<file path="config.mk">
export PLATFORM = sky130hd
export DESIGN_NAME = flt_burst_engine
export DESIGN_NICKNAME = d
export VERILOG_FILES = /design/src/rtl/flt_burst_engine.sv
export SDC_FILE = /design/constraint.sdc
export NUM_CORES = 2
export LEC_CHECK = 0
export ABC_CLOCK_PERIOD_IN_PS = 6800
export BUFFER_PORTS_ARGS = -buffer_cell sky130_fd_sc_hd__buf_4
export CORE_UTILIZATION = 25
export DETAILED_ROUTE_END_ITERATION = 8
export GPL_ROUTABILITY_DRIVEN = 0
export HOLD_SLACK_MARGIN = 0.05
export PLACE_DENSITY_LB_ADDON = 0.15
export SYNTH_ARGS = -nofsm -noshare
export SYNTH_HDL_FRONTEND = slang
export SYNTH_SLANG_ARGS = --single-unit
</file>
<file path="constraint.sdc">
create_clock -name ACLK -period 6.8 [get_ports ACLK]
set_clock_uncertainty 0.15 [all_clocks]
set_input_delay 0.34 -clock ACLK [delete_from_list [all_inputs] [get_ports ACLK]]
set_output_delay 0.34 -clock ACLK [all_outputs]
set_load 0.03 [all_outputs]
</file>
<file path="src/rtl/flt_burst_engine.sv">
// Burst filter engine: AXI read -> per-pixel colour op -> FIFO -> AXI write.
// Define FLT_GRAY_EN to build the MODE 3 grayscale path (otherwise MODE 3 is pass).
module flt_burst_engine #(
  parameter int C_M_AXI_ADDR_WIDTH = 32,
  parameter int C_M_AXI_DATA_WIDTH = 32,
  parameter int BURST_LEN          = 16,
  parameter int FIFO_DEPTH         = 64
) (
  input  logic                            ACLK,
  input  logic                            ARESETN,
  input  logic                            START,
  input  logic [C_M_AXI_ADDR_WIDTH-1:0]   SRCADDR,
  input  logic [C_M_AXI_ADDR_WIDTH-1:0]   DSTADDR,
  input  logic [23:0]                     NBEATS,
  input  logic [1:0]                      MODE,
  input  logic [31:0]                     COLOR,
  output logic                            BUSY,
  output logic                            DONE,
  output logic [C_M_AXI_ADDR_WIDTH-1:0]   M_AXI_ARADDR,
  output logic [7:0]                      M_AXI_ARLEN,
  output logic                            M_AXI_ARVALID,
  input  logic                            M_AXI_ARREADY,
  input  logic [C_M_AXI_DATA_WIDTH-1:0]   M_AXI_RDATA,
  input  logic                            M_AXI_RLAST,
  input  logic                            M_AXI_RVALID,
  output logic                            M_AXI_RREADY,
  output logic [C_M_AXI_ADDR_WIDTH-1:0]   M_AXI_AWADDR,
  output logic [7:0]                      M_AXI_AWLEN,
  output logic                            M_AXI_AWVALID,
  input  logic                            M_AXI_AWREADY,
  output logic [C_M_AXI_DATA_WIDTH-1:0]   M_AXI_WDATA,
  output logic [C_M_AXI_DATA_WIDTH/8-1:0] M_AXI_WSTRB,
  output logic                            M_AXI_WLAST,
  output logic                            M_AXI_WVALID,
  input  logic                            M_AXI_WREADY,
  input  logic                            M_AXI_BVALID,
  output logic                            M_AXI_BREADY
);

  localparam int AXW   = C_M_AXI_ADDR_WIDTH;
  localparam int P     = C_M_AXI_DATA_WIDTH / 32;
  localparam int FAW   = $clog2(FIFO_DEPTH);
  localparam int CW    = FAW + 2;
  localparam int ALIGN = $clog2(BURST_LEN * C_M_AXI_DATA_WIDTH / 8);

  localparam logic [AXW-1:0] BURST_BYTES = AXW'(BURST_LEN * C_M_AXI_DATA_WIDTH / 8);
  localparam logic [AXW-1:0] ALIGN_MASK  = ~AXW'((64'd1 << ALIGN) - 64'd1);
  localparam logic [7:0]     LAST_BEAT   = 8'(BURST_LEN - 1);
  localparam logic [23:0]    BL24        = 24'(BURST_LEN);
  localparam logic [FAW:0]   BLC         = (FAW+1)'(BURST_LEN);

  localparam logic [1:0] RIDLE = 2'd0, RADDR = 2'd1, RDATA = 2'd2;
  localparam logic [1:0] WIDLE = 2'd0, WADDR = 2'd1, WDATA = 2'd2, WRESP = 2'd3;

  logic [1:0]                    r_rstate, r_wstate;
  logic                          r_busy, r_done, r_zero;
  logic [1:0]                    r_mode;
  logic [31:0]                   r_color;
  logic [23:0]                   r_rd_left, r_wr_left;
  logic [AXW-1:0]                r_araddr, r_awaddr;
  logic [7:0]                    r_arlen, r_awlen, r_beat;
  logic                          r_arvalid, r_awvalid, r_wvalid;
  logic                          r_pvalid;
  logic [C_M_AXI_DATA_WIDTH-1:0] r_pdata;
  logic [C_M_AXI_DATA_WIDTH-1:0] r_mem [FIFO_DEPTH];
  logic [FAW-1:0]                r_wptr, r_rptr;
  logic [FAW:0]                  r_count, r_inflight;

  logic                          w_start, w_space_ok, w_ar_fire, w_push, w_pop, w_last_b;
  logic [C_M_AXI_DATA_WIDTH-1:0] w_proc;

  function automatic logic [31:0] f_pixel(input logic [31:0] px, input logic [1:0] mode,
                                          input logic [31:0] color);
`ifdef FLT_GRAY_EN
    logic [15:0] y;
`endif
    case (mode)
      2'd1: return px & color;
      2'd2: return px ^ color;
`ifdef FLT_GRAY_EN
      2'd3: begin
        y = 16'd77 * {8'h00, px[23:16]} + 16'd150 * {8'h00, px[15:8]} + 16'd29 * {8'h00, px[7:0]};
        return {px[31:24], y[15:8], y[15:8], y[15:8]};
      end
`endif
      default: return px;
    endcase
  endfunction

  always_comb begin
    w_proc = '0;
    for (int unsigned i = 0; i < P; i++)
      w_proc[i*32 +: 32] = f_pixel(M_AXI_RDATA[i*32 +: 32], r_mode, r_color);
  end

  assign w_start  = START && !r_busy;
  assign w_push   = r_pvalid;
  assign w_pop    = r_wvalid && M_AXI_WREADY;
  assign w_last_b = (r_wstate == WRESP) && M_AXI_BVALID && (r_wr_left == BL24);

  // Space is reserved per burst at AR time, so free minus reserved must cover a whole burst.
  assign w_space_ok = (CW'(r_count) + CW'(r_inflight) + CW'(BURST_LEN)) <= CW'(FIFO_DEPTH);
  assign w_ar_fire  = r_busy && (r_rd_left != '0) && w_space_ok &&
                      ((r_rstate == RIDLE) ||
                       ((r_rstate == RDATA) && M_AXI_RVALID && M_AXI_RLAST));

  always_ff @(posedge ACLK or negedge ARESETN) begin
    if (!ARESETN) begin
      r_busy  <= 1'b0;
      r_done  <= 1'b0;
      r_zero  <= 1'b0;
      r_mode  <= '0;
      r_color <= '0;
    end else begin
      r_done <= 1'b0;
      if (w_start) begin
        r_busy  <= 1'b1;
        r_zero  <= (NBEATS == 24'd0);
        r_mode  <= MODE;
        r_color <= COLOR;
      end else if (r_busy && (r_zero || w_last_b)) begin
        r_busy <= 1'b0;
        r_done <= 1'b1;
        r_zero <= 1'b0;
      end
    end
  end

  always_ff @(posedge ACLK or negedge ARESETN) begin
    if (!ARESETN) begin
      r_rstate  <= RIDLE;
      r_rd_left <= '0;
      r_araddr  <= '0;
      r_arlen   <= '0;
      r_arvalid <= 1'b0;
    end else begin
      if (w_start) begin
        r_rd_left <= NBEATS;
        r_araddr  <= SRCADDR & ALIGN_MASK;
        r_arlen   <= LAST_BEAT;
      end
      case (r_rstate)
        RIDLE: if (w_ar_fire) begin
          r_arvalid <= 1'b1;
          r_rd_left <= r_rd_left - BL24;
          r_rstate  <= RADDR;
        end
        RADDR: if (M_AXI_ARREADY) begin
          r_arvalid <= 1'b0;
          r_araddr  <= r_araddr + BURST_BYTES;
          r_rstate  <= RDATA;
        end
        RDATA: if (M_AXI_RVALID && M_AXI_RLAST) begin
          if (w_ar_fire) begin
            r_arvalid <= 1'b1;
            r_rd_left <= r_rd_left - BL24;
            r_rstate  <= RADDR;
          end else begin
            r_rstate <= RIDLE;
          end
        end
        default: r_rstate <= RIDLE;
      endcase
    end
  end

  always_ff @(posedge ACLK or negedge ARESETN) begin
    if (!ARESETN) begin
      r_pvalid   <= 1'b0;
      r_pdata    <= '0;
      r_wptr     <= '0;
      r_rptr     <= '0;
      r_count    <= '0;
      r_inflight <= '0;
    end else begin
      r_pvalid <= (r_rstate == RDATA) && M_AXI_RVALID;
      if ((r_rstate == RDATA) && M_AXI_RVALID)
        r_pdata <= w_proc;
      if (w_push) r_wptr <= r_wptr + FAW'(1);
      if (w_pop)  r_rptr <= r_rptr + FAW'(1);
      case ({w_push, w_pop})
        2'b10:   r_count <= r_count + (FAW+1)'(1);
        2'b01:   r_count <= r_count - (FAW+1)'(1);
        default: r_count <= r_count;
      endcase
      r_inflight <= r_inflight + (w_ar_fire ? BLC : '0) - {{FAW{1'b0}}, w_push};
    end
  end

  always_ff @(posedge ACLK) begin
    if (w_push) r_mem[r_wptr] <= r_pdata;
  end

  always_ff @(posedge ACLK or negedge ARESETN) begin
    if (!ARESETN) begin
      r_wstate  <= WIDLE;
      r_wr_left <= '0;
      r_awaddr  <= '0;
      r_awlen   <= '0;
      r_awvalid <= 1'b0;
      r_wvalid  <= 1'b0;
      r_beat    <= '0;
    end else begin
      if (w_start) begin
        r_wr_left <= NBEATS;
        r_awaddr  <= DSTADDR & ALIGN_MASK;
        r_awlen   <= LAST_BEAT;
      end
      case (r_wstate)
        WIDLE: if (r_busy && (r_wr_left != '0) && (r_count >= BLC)) begin
          r_awvalid <= 1'b1;
          r_wstate  <= WADDR;
        end
        WADDR: if (M_AXI_AWREADY) begin
          r_awvalid <= 1'b0;
          r_awaddr  <= r_awaddr + BURST_BYTES;
          r_wvalid  <= 1'b1;
          r_beat    <= '0;
          r_wstate  <= WDATA;
        end
        WDATA: if (M_AXI_WREADY) begin
          r_beat <= r_beat + 8'd1;
          if (r_beat == LAST_BEAT) begin
            r_wvalid <= 1'b0;
            r_wstate <= WRESP;
          end
        end
        WRESP: if (M_AXI_BVALID) begin
          r_wr_left <= r_wr_left - BL24;
          if ((r_wr_left != BL24) && (r_count >= BLC)) begin
            r_awvalid <= 1'b1;
            r_wstate  <= WADDR;
          end else begin
            r_wstate <= WIDLE;
          end
        end
        default: r_wstate <= WIDLE;
      endcase
    end
  end

  assign BUSY          = r_busy;
  assign DONE          = r_done;
  assign M_AXI_ARADDR  = r_araddr;
  assign M_AXI_ARLEN   = r_arlen;
  assign M_AXI_ARVALID = r_arvalid;
  assign M_AXI_RREADY  = (r_rstate == RDATA);
  assign M_AXI_AWADDR  = r_awaddr;
  assign M_AXI_AWLEN   = r_awlen;
  assign M_AXI_AWVALID = r_awvalid;
  assign M_AXI_WDATA   = r_wvalid ? r_mem[r_rptr] : '0;
  assign M_AXI_WSTRB   = '1;
  assign M_AXI_WLAST   = r_wvalid && (r_beat == LAST_BEAT);
  assign M_AXI_WVALID  = r_wvalid;
  assign M_AXI_BREADY  = (r_wstate == WRESP);

endmodule

</file>
==> results.md <==
- The number of antenna violations at the first check in global routing is 16.
- Counting both buffers and inverters, the worst setup path holds a total of 1.
- Yosys printed 0 warnings.
- Along the worst path, the maximum fanout reaches 38.
- After synthesis, the cell types taking the most area are sky130_fd_sc_hd__edfxtp_1 (68%), sky130_fd_sc_hd__mux4_2 (15%), sky130_fd_sc_hd__dfrtp_1 (6.2%).
- In the synthesized netlist the async set-or-reset flop fraction comes to 0.0986.
- The cell sitting at the root of the clock tree is a sky130_fd_sc_hd__clkbuf_16.
- Counting the buffers created by CTS gives 268.
- The first-pass iteration count of the detailed router is 7.
- The area of the die is 363000 sq um.
- The signal on the critical path passes through or3_2 -> o22ai_1 -> a211oi_1 -> a22oi_1 -> nand2_1 -> buf_4.
- The worst min-delay path category is in -> reg.
- The total routing usage reported by global routing is 0.154.
- The number of global-route vias before repair is 50100.
- The count of port buffers added during placement is 262.
- The worst reg2reg path depth is 17.
- Setup repair after global routing left no endpoint under its margin.
- Counting tap cells, the placed design contains a total of 9530 instances.
- Measured along the y axis, the die boundary spans 602 microns.
- Clock-pin slew was measured on the worst setup and hold paths at 0.06 ns.
- sky130_fd_sc_hd__edfxtp_1 takes more of the synthesized area than any other cell.
- The endpoint of the worst-slack reg-to-reg timing path is r_inflight[6].
- The flow ran to the end, and the final reports show no timing, DRC or antenna violations.
- The max-slew violation total from the final report is 0.
- The number of enable-type register cells in the synthesized netlist is 2048.
- The hold path depth is 4.
- The detailed-placement wirelength estimate is 169000 microns.
- The finished layout holds 10300 standard cells, fillers aside.
- The source of the critical timing path is r_rptr[2].
- The count of final setup violators is 0.
- The count of cells resized by post-cts repair is 0.
- The master of the slowest instance on the critical path is sky130_fd_sc_hd__a211oi_1.
- The final setup TNS is 0 ns.
- The final route contains 47700 vias.
- The die is 602 microns wide.
- The final layout contains routed wiring with a total length of 283000 microns.
- The proportion of netlist area held by the largest area contributor is 0.682.
- The worst path arrival time is 4.89 ns.
- The clock latency of the later-clocked register in the worst-skew pair is 0.89 ns.
- After floorplanning, the core was sized to cover 359000 sq um.
- Compared with the post-synthesis result, the final layout area differs by 22.0%.
- For this design, the sink count on the clock tree is 2272.
- The fraction of final layout cells sized beyond drive strength 1 is 0.275.
- Dividing the detail-routed via count by the number of cells gives 4.65.
- The number of gates on the worst path with buffers counted is 6.
- The top cell family by delay on the critical path is compound AO/OA/AOI/OAI gates.
- The number of buffers on the longest clock path is 4.
- At the pin with the least slew margin, the transition time is 1.33 ns.
- The maximum VDD drop is 0.000318 V.
- The CTS tree is done.
- The worst setup path is captured at an output port.
- The number of design-rule violations left by the first detailed-router iteration is 4300.
- After detailed routing, the number of remaining DRC violations is 0.
- Power spread over the standard cell area amounts to 417 nW/um^2.
- After detailed routing, the average wire length per cell comes to 27.5 microns.
- The cell count after synthesis is 4572.
- The post-route minimum period is 5.38 ns.
- The startpoint of the lowest-slack hold path is COLOR[4].
- The count of nets left with antenna violations once routing finished came out at 0.
- The total overflow left after global routing is 0.
- The number of primary I/O pins is 287.
- After synthesis the cells add up to 90100 sq um.
- Entering global routing, the biggest net connects 115 pins.
- For this run, the leading register cell type out of synthesis is sky130_fd_sc_hd__edfxtp_1.
- The startpoint of the most critical register-to-register path is r_inflight[1].
- The worst max-slew margin expressed relative to the limit is 0.105.
- The initialized floorplan defines 220 standard-cell rows.
- The required time of the critical path is 6.31 ns.
- The type of element launching the critical path is a flop.
- In this run, distinct cell masters in the synthesized netlist total 74.
- Max-cap violations in this run came to 0.
- The sequential cell area fraction in the yosys report is 0.745.
- Dividing the synthesized area by the synthesized cell count gives 19.7 sq um.
- The first global-routing pass estimated 399000 microns of wire.
- The period utilization is 0.791.
- CTS built an H-tree with a depth of 5.
- The type of the worst setup path is reg -> out.
- Based on the critical path, the design can be clocked at up to 186 MHz.
- On the worst path, the slowest cell contributes a delay of 1.10 ns.
- In this run the static leakage power is 36.0 nW.
- The initial utilization of the core area, before any placement, comes to 0.251.
- The net total in the final layout is 5527.
- The number of hold violations in the final report is 0.
- The post-synthesis sequential element count is 2272.
- The most critical setup path has its endpoint at M_AXI_WDATA[11].
- In this run the register-to-register setup slack is 2.08 ns.
per-layer routing:
layer  GRT usage  share of wire  vias up
li1            -              -    20300
met1       0.220           0.46    26000
met2       0.249           0.47     1201
met3      0.0237          0.047      289
met4      0.0275          0.016        0
met5           0              0        -
sequential cells by signal, indices dropped and copies added (netlist names), 2 cells and up:
signal	cells
r_rstate	2
r_mode	2
r_pdata	32
r_wptr	6
r_color	32
r_mem	2048
r_wstate	2
M_AXI_AWADDR	32
r_inflight	7
r_count	7
M_AXI_ARADDR	32
r_beat	8
r_rd_left	24
r_wr_left	24
r_rptr	6
tightest hold or removal path, cell delays in order:
cell and delay (ns):
sky130_fd_sc_hd__dlygate4sd3_1 0.53, sky130_fd_sc_hd__buf_4 0.13, sky130_fd_sc_hd__nand2_1 0.05, sky130_fd_sc_hd__nand2_1 0.05
cell usage after synthesis, types with 62 or more instances:
master                     count
sky130_fd_sc_hd__a211oi_1     90
sky130_fd_sc_hd__a21oi_1      82
sky130_fd_sc_hd__clkbuf_1    159
sky130_fd_sc_hd__dfrtp_1     224
sky130_fd_sc_hd__edfxtp_1   2048
sky130_fd_sc_hd__ha_1         72
sky130_fd_sc_hd__mux2i_1      62
sky130_fd_sc_hd__mux4_2      585
sky130_fd_sc_hd__nand2_1     275
sky130_fd_sc_hd__nor2_1      227
sky130_fd_sc_hd__o21ai_0     100
kinds of logic (layout without fill, tap and decap cells):
| group | count (synthesis) | count (layout) | share of synthesized area |
|---|---|---|---|
| compound gates | 507 | 507 | 0.0380 |
| xor+xnor | 29 | 29 | 0.00282 |
| fa+ha+maj | 75 | 75 | 0.0107 |
| buf+inv | 308 | 1213 | 0.0142 |
| flops | 2272 | 2272 | 0.745 |
| mux | 650 | 650 | 0.153 |
| other cells | 2 | 23 | 0.0000833 |
| simple gates | 729 | 729 | 0.0361 |
metrics by stage:
stage	worst slack (ns)	instance area, sq um	total power [W]	hold WS, ns	utilization
2_1_floorplan	2.81	90200	0.0267	-0.106	-
3_3_place_gp	2.08	99000	0.0323	0.313	0.276
3_5_place_dp	2.11	99000	0.0324	0.310	0.276
4_1_cts	1.18	110000	0.0466	0.0542	0.306
5_1_grt	1.06	110000	0.0479	0.105	0.306
6_report	1.42	110000	0.0458	0.135	0.306
final cells by class:
class                           count  area (sq um)
Antenna cell                       11          27.5
Clock buffer                      350          7350
Clock inverter                    118           857
Fill cell                       35100        249000
Inverter                           53           204
Multi-Input combinational cell   2002         22300
Sequential cell                  2272         67200
Tap cell                         4773          5970
Timing Repair Buffer              692          6040
worst min path at each step:
stage / to / slack [ns]
finish: r_color[4] / 0.14
global route: M_AXI_AWADDR[25] / 0.10
CTS: r_wr_left[2] / 0.05
detailed placement: r_wr_left[20] / 0.31
global placement: r_wr_left[20] / 0.31
floorplan: BUSY / -0.11
cell usage in the layout, fill, tap and decap left out, types with 11 or more instances in the layout:
cell	instances
sky130_fd_sc_hd__a211o_1	11
sky130_fd_sc_hd__a211oi_1	88
sky130_fd_sc_hd__a21oi_1	82
sky130_fd_sc_hd__a22oi_1	60
sky130_fd_sc_hd__a311oi_1	19
sky130_fd_sc_hd__and2_1	17
sky130_fd_sc_hd__and3_1	20
sky130_fd_sc_hd__buf_12	13
sky130_fd_sc_hd__buf_4	416
sky130_fd_sc_hd__clkbuf_1	63
sky130_fd_sc_hd__clkbuf_16	281
sky130_fd_sc_hd__clkinv_1	58
sky130_fd_sc_hd__clkinv_2	31
sky130_fd_sc_hd__conb_1	12
sky130_fd_sc_hd__dfrtp_1	187
sky130_fd_sc_hd__dfrtp_2	33
sky130_fd_sc_hd__diode_2	11
sky130_fd_sc_hd__dlygate4sd3_1	261
sky130_fd_sc_hd__edfxtp_1	2048
sky130_fd_sc_hd__ha_1	71
sky130_fd_sc_hd__inv_1	52
sky130_fd_sc_hd__mux2i_1	62
sky130_fd_sc_hd__mux4_2	585
sky130_fd_sc_hd__nand2_1	273
sky130_fd_sc_hd__nand2b_1	11
sky130_fd_sc_hd__nand3_1	39
sky130_fd_sc_hd__nand4_1	13
sky130_fd_sc_hd__nor2_1	163
sky130_fd_sc_hd__nor2_4	65
sky130_fd_sc_hd__nor3_1	40
sky130_fd_sc_hd__nor4_1	22
sky130_fd_sc_hd__o211ai_1	14
sky130_fd_sc_hd__o21ai_0	100
sky130_fd_sc_hd__o22ai_1	60
sky130_fd_sc_hd__or2_2	11
sky130_fd_sc_hd__or3_1	14
sky130_fd_sc_hd__xnor2_1	15
sky130_fd_sc_hd__xor2_1	14
timing repair:
| item | CTS | global route |
|---|---|---|
| setup buffers | 0 | 0 |
| setup endpoints to repair | 0 | 0 |
| hold buffers | 262 | 0 |
| endpoints found under the hold margin | 294 | 0 |
power by group:
group          total, W  internal [W]  switching (W)
combinational    0.0138       0.00549        0.00827
clock            0.0137       0.00792        0.00579
sequential       0.0183        0.0172        0.00114
total            0.0458        0.0306         0.0152
(Power assumes the default switching activity.)
